<file path="src/rtl/pixel_readout_pkg.sv">
// Shared definitions for the pixel readout chain: header byte, frame size
// and the frame-lock state encoding.
package pixel_readout_pkg;

  localparam logic [7:0] HEADER_K285     = 8'hBC;
  localparam int         FRAME_BYTES_DEF = 48;

  typedef enum logic [2:0] {
    HUNT   = 3'b001,
    VERIFY = 3'b010,
    LOCKED = 3'b100
  } lock_state_e;

endpackage

</file>
<file path="src/rtl/frame_lock_fsm.sv">
// Frame lock state machine: qualifies repeated headers into lock and
// counts consecutive misses to drop lock again.
module frame_lock_fsm
  import pixel_readout_pkg::*;
#(
  parameter int LOCK_COUNT   = 3,
  parameter int UNLOCK_COUNT = 2
) (
  input  logic        clk,
  input  logic        rst_n,
  input  logic        hdr_match,
  input  logic        hdr_chk,
  output lock_state_e state,
  output logic        locked,
  output logic        realign
);

  localparam int CNT_MAX = (LOCK_COUNT > UNLOCK_COUNT) ? LOCK_COUNT : UNLOCK_COUNT;
  localparam int CNT_W   = $clog2(CNT_MAX + 1);

  lock_state_e      state_q;
  logic [CNT_W-1:0] good_q;
  logic [CNT_W-1:0] miss_q;
  logic             locked_q;
  logic             realign_q;

  always_ff @(posedge clk) begin
    if (!rst_n) begin
      state_q   <= HUNT;
      good_q    <= '0;
      miss_q    <= '0;
      locked_q  <= 1'b0;
      realign_q <= 1'b0;
    end else begin
      realign_q <= 1'b0;
      unique case (state_q)
        HUNT: begin
          // Any bit phase is acceptable here; the top re-phases its counters.
          if (hdr_match) begin
            good_q <= CNT_W'(1);
            if (LOCK_COUNT == 1) begin
              state_q  <= LOCKED;
              locked_q <= 1'b1;
              miss_q   <= '0;
            end else begin
              state_q <= VERIFY;
            end
          end
        end
        VERIFY: begin
          if (hdr_chk) begin
            if (hdr_match) begin
              good_q <= good_q + 1'b1;
              if (good_q == CNT_W'(LOCK_COUNT - 1)) begin
                state_q  <= LOCKED;
                locked_q <= 1'b1;
                miss_q   <= '0;
              end
            end else begin
              good_q  <= '0;
              state_q <= HUNT;
            end
          end
        end
        LOCKED: begin
          if (hdr_chk) begin
            if (hdr_match) begin
              miss_q <= '0;
            end else if (miss_q == CNT_W'(UNLOCK_COUNT - 1)) begin
              miss_q    <= '0;
              good_q    <= '0;
              state_q   <= HUNT;
              locked_q  <= 1'b0;
              realign_q <= 1'b1;
            end else begin
              miss_q <= miss_q + 1'b1;
            end
          end
        end
        default: begin
          state_q  <= HUNT;
          good_q   <= '0;
          miss_q   <= '0;
          locked_q <= 1'b0;
        end
      endcase
    end
  end

  assign state   = state_q;
  assign locked  = locked_q;
  assign realign = realign_q;

endmodule

</file>
<file path="src/rtl/serial_frame_aligner.sv">
// Recovers bit/byte alignment of the serial chip stream from the recurring
// header byte and emits aligned bytes with valid and start-of-frame flags.
module serial_frame_aligner
  import pixel_readout_pkg::*;
#(
  parameter logic [7:0] HEADER       = HEADER_K285,
  parameter int         FRAME_BYTES  = FRAME_BYTES_DEF,
  parameter int         LOCK_COUNT   = 3,
  parameter int         UNLOCK_COUNT = 2,
  parameter int         ERR_WIDTH    = 16
) (
  input  logic                 clk,
  input  logic                 rst_n,
  input  logic                 sdin,
  input  logic                 clr_err,
  output logic [7:0]           fd,
  output logic                 fd_valid,
  output logic                 sof,
  output logic                 locked,
  output logic                 realign,
  output logic [ERR_WIDTH-1:0] err_cnt
);

  localparam int                IDX_W    = $clog2(FRAME_BYTES + 1);
  localparam logic [IDX_W-1:0]  LAST_IDX = IDX_W'(FRAME_BYTES - 1);

  function automatic logic [ERR_WIDTH-1:0] sat_inc(input logic [ERR_WIDTH-1:0] v);
    return (&v) ? v : v + 1'b1;
  endfunction

  logic [7:0]           shreg_q, shreg_d;
  logic [2:0]           bit_cnt_q, bit_cnt_d;
  logic [IDX_W-1:0]     byte_idx_q, byte_idx_d;
  logic [7:0]           fd_q, fd_d;
  logic                 fd_valid_q, fd_valid_d;
  logic                 sof_q, sof_d;
  logic [ERR_WIDTH-1:0] err_q, err_d;

  logic [7:0]           check;
  logic                 boundary;
  logic [IDX_W-1:0]     idx_next;
  logic                 hdr_match;
  logic                 hdr_chk;
  lock_state_e          state;

  always_comb begin
    check     = {shreg_q[6:0], sdin};
    boundary  = (bit_cnt_q == 3'd7);
    hdr_match = (check == HEADER);
    idx_next  = byte_idx_q;
    if (boundary) begin
      idx_next = (byte_idx_q == LAST_IDX) ? '0 : byte_idx_q + 1'b1;
    end
    hdr_chk    = boundary && (idx_next == '0);

    shreg_d    = check;
    bit_cnt_d  = bit_cnt_q + 3'd1;
    byte_idx_d = idx_next;
    // A header found while hunting defines the new byte phase and frame index 0.
    if (state == HUNT && hdr_match) begin
      bit_cnt_d  = 3'd0;
      byte_idx_d = '0;
    end

    fd_d       = fd_q;
    fd_valid_d = 1'b0;
    sof_d      = 1'b0;
    err_d      = err_q;
    if (state == LOCKED && boundary) begin
      fd_d       = check;
      fd_valid_d = 1'b1;
      sof_d      = hdr_chk && hdr_match;
      if (hdr_chk && !hdr_match) begin
        err_d = sat_inc(err_q);
      end
    end
    if (clr_err) begin
      err_d = '0;
    end
  end

  always_ff @(posedge clk) begin
    if (!rst_n) begin
      shreg_q    <= '0;
      bit_cnt_q  <= '0;
      byte_idx_q <= '0;
      fd_q       <= '0;
      fd_valid_q <= 1'b0;
      sof_q      <= 1'b0;
      err_q      <= '0;
    end else begin
      shreg_q    <= shreg_d;
      bit_cnt_q  <= bit_cnt_d;
      byte_idx_q <= byte_idx_d;
      fd_q       <= fd_d;
      fd_valid_q <= fd_valid_d;
      sof_q      <= sof_d;
      err_q      <= err_d;
    end
  end

  frame_lock_fsm #(
    .LOCK_COUNT  (LOCK_COUNT),
    .UNLOCK_COUNT(UNLOCK_COUNT)
  ) u_lock_fsm (
    .clk      (clk),
    .rst_n    (rst_n),
    .hdr_match(hdr_match),
    .hdr_chk  (hdr_chk),
    .state    (state),
    .locked   (locked),
    .realign  (realign)
  );

  assign fd       = fd_q;
  assign fd_valid = fd_valid_q;
  assign sof      = sof_q;
  assign err_cnt  = err_q;

endmodule

</file>
<file path="config.mk">
export PLATFORM = sky130hd
export DESIGN_NAME = serial_frame_aligner
export DESIGN_NICKNAME = d
export VERILOG_FILES = /design/src/rtl/pixel_readout_pkg.sv /design/src/rtl/frame_lock_fsm.sv /design/src/rtl/serial_frame_aligner.sv
export SDC_FILE = /design/constraint.sdc
export NUM_CORES = 1
export LEC_CHECK = 0
export ABC_AREA = 0
export BUFFER_PORTS_ARGS = -buffer_cell sky130_fd_sc_hd__buf_2
export CAP_MARGIN = 30
export CORE_AREA = 2 2 72 125
export DETAILED_ROUTE_END_ITERATION = 6
export DIE_AREA = 0 0 74 127
export PLACE_DENSITY = 0.45
export SYNTH_ARGS = -nofsm -noshare
export SYNTH_HDL_FRONTEND = slang
export SYNTH_HIERARCHICAL = 1
export SYNTH_SLANG_ARGS = --single-unit
</file>
<file path="constraint.sdc">
create_clock -name clk -period 4.8 [get_ports clk]
set_input_delay 0.24 -clock clk [delete_from_list [all_inputs] [get_ports clk]]
set_output_delay 0.24 -clock clk [all_outputs]
set_load 0.05 [all_outputs]
</file>
==> results.cfg <==
[logic_synthesis]
synth_nets = 277
ys_ff_latch = 51
ys_warn_count = 6
dominantRegCellSynth = dfxtp_1
synth_edf_count = 0
synthArstFlopShare = 0
syn_area_sq_mm = 0.00244
syn_inst = 268
synth-seq-area-share = 0.418
synth_cell_types = 59
syn_avg_cell_area_sq_um = 9.11

[setup_path]
r2r_slack_ps = 1820
worst_path_largest_cell_delay_ps = 560
cp.arrival_ps = 3200
cp-end-kind = flop
crit_chain = ha_1, ha_1, or4_1, a311o_1, a21o_2, or4_1, a21oi_1
cpMaxStageDelayCell = or4_1
reg2reg_depth = 7
startpoint = bit_cnt_q[0]
cp.required_ps = 5020
cp_max_fo = 27
r2r_end = err_cnt[9]
crit_type = reg -> reg
worstReg2RegStart = bit_cnt_q[0]
critPathLaunchType = flop

[pwr]
p_total_mw = 0.854
p_seq_frac = 0.508
combPwrFrac = 0.043
switchingPower_mw = 0.210
power_density_mw_per_mm2 = 302
ir_drop_v = 0.000179
p_sw_frac = 0.246
power.share.clock = 0.449
internal-power_mw = 0.644
power_leakage_nw = 1.06

[cells_and_area]
n_fill_cell = 866
drive_gt1_frac = 0.169
diodes = 0
syn_to_final_growth_pct = 15.8
utilization = 0.340
final_common_cell = dfxtp_1
nets = 304
mostFrequentLayoutCells = 51 x dfxtp_1, 32 x nand2_1, 31 x buf_2

[clock_network]
numCtsBuffers = 5
root_buffer = clkbuf_16
clock-sinks = 51
htree_levels = 2
cts_max_path_buffers = 2
ctsHoldBuffers = 0
post-cts-setup-buffers = 0
clk_pin_slew_worst_paths_ps = 80
cts_resized = 0
cts_tree = done
clk_latency_ps = 300

[placed_design]
portBuffers = 31
place_hpwl_mm = 3.84
pre_cts_ws_ps = 1860
gp_congestion = 0.800

[die]
coreArea_sq_mm = 0.00831
ioPinCount = 32
die_y_um = 127
initial_core_util = 0.294
fp.dieW_um = 74
rows = 44
dieArea_sq_mm = 0.00940

[routing]
viasPerCell = 4.89
wl_mm = 5.46
dr.first_iter.drc_count = 104
wl_per_cell_um = 13.3
drc = 0
drtAntennaViolNets = 0
first_pass_iters = 4
route.vias.total = 2008

[timing]
hold_viol_final = 0
finalSetupTns_ps = 0
clock_skew_ps = 10.0
setup_ws_ps = 1820
tightest_slew_ps = 597
setup_violations = 0
holdWs_ps = 201
slew_headroom = 0.602
slew_violations = 0
rsz0062_at_grt = no
timing.fmax_ghz = 0.336
finalCritPeriodShare = 0.620
fin_crit_ps = 2980

[flow_run]
cap_violations = 0

[hold_path]
hp-start = sdin
hold_path_end = shreg_q[0]
min-delay-path-class = in -> reg
hold_depth = 2

[global_route]
grt_overflow = 0
grt_pass1_wl_mm = 8.92
grt_max_degree = 29
grt_pass1_vias = 1839
antenna_found_initial = 0
track_usage = 0.122

[status]
status = completed
-- synth_stat cells, types with 4 or more instances --
| cell | instances | area share |
|---|---|---|
| a21boi_0 | 8 | 0.025 |
| a21oi_1 | 18 | 0.037 |
| and2_1 | 8 | 0.021 |
| buf_2 | 4 | 0.0082 |
| clkbuf_1 | 4 | 0.0061 |
| dfxtp_1 | 51 | 0.42 |
| ha_1 | 5 | 0.026 |
| inv_1 | 11 | 0.017 |
| mux2i_1 | 4 | 0.016 |
| nand2_1 | 32 | 0.049 |
| nand2b_1 | 4 | 0.010 |
| nand3_1 | 9 | 0.018 |
| nand3b_1 | 5 | 0.015 |
| nand4_1 | 5 | 0.013 |
| nor2_1 | 9 | 0.014 |
| nor2b_1 | 4 | 0.010 |
| o21ai_1 | 9 | 0.018 |
| or3_1 | 10 | 0.026 |
| or4_1 | 4 | 0.012 |
| xnor2_1 | 5 | 0.018 |
-- sequential cells by signal (all words and copies together), names as in the netlist --
name	cells
bit_cnt_q	3
byte_idx_q	6
err_cnt	16
fd	8
fd_valid	1
shreg_q	7
sof	1
u_lock_fsm/good_q	2
u_lock_fsm/locked	1
u_lock_fsm/miss_q	2
u_lock_fsm/realign	1
u_lock_fsm/state	3
-- worst max-delay path, delay by kind of cell (launching register included) --
family,cells,cell delay [ps]
adders and majority gates,2,510
AOI/OAI and AO/OA,3,980
DFF,1,320
and+or+nand+nor,2,1070
-- layout make-up --
type                       instances  area [sq um]  area share
multi-input combinational        193          1290       0.457
clock inverter                     3          33.8      0.0119
clock buffer                       5           125      0.0442
tap                              115           144      0.0509
timing repair buffer              33           170      0.0602
inverter                          11          41.3      0.0146
sequential                        51          1020       0.361
-- routing by layer --
metal / track usage / vias up / part of all wire
li1: - / 1025 / -
met1: 0.140 / 936 / 0.42
met2: 0.205 / 36 / 0.52
met3: 0.0292 / 11 / 0.038
met4: 0.0620 / 0 / 0.026
met5: 0 / - / 0
-- worst max path at each step --
stage,endpoint,slack (ps),depth (start not counted)
after global placement,err_cnt[7],1910,7
final,err_cnt[9],1820,7
after floorplan,u_lock_fsm/locked,2170,9
after CTS,err_cnt[9],1840,8
after detailed placement,u_lock_fsm/locked,1860,9
after global routing,u_lock_fsm/locked,1630,9
-- power groups by stage --
| stage | Sequential, mW | Combinational [mW] | Clock, mW |
|---|---|---|---|
| 2_1_floorplan | 0.445 | 0.0258 | 0 |
| 3_3_place_gp | 0.444 | 0.0365 | 0 |
| 3_5_place_dp | 0.444 | 0.0366 | 0 |
| 4_1_cts | 0.434 | 0.0367 | 0.403 |
| 5_1_grt | 0.435 | 0.0406 | 0.417 |
| 6_report | 0.434 | 0.0364 | 0.384 |
-- through the flow --
step	std cells	cell area (sq um)
2_1_floorplan	268	2440
3_3_place_gp	403	2670
3_5_place_dp	403	2670
4_1_cts	411	2830
5_1_grt	411	2830
6_report	411	2830
-- kinds of logic after synthesis --
| group | count (synthesis) | synth area share |
|---|---|---|
| and+or+nand+nor | 112 | 0.263 |
| xor gates and xnor gates | 7 | 0.0251 |
| adders and majority gates | 5 | 0.0256 |
| AOI/OAI and AO/OA | 65 | 0.199 |
| muxes | 4 | 0.0164 |
| DFF | 51 | 0.418 |
| buffers and inverters | 24 | 0.0523 |
(Power assumes the default switching activity.)
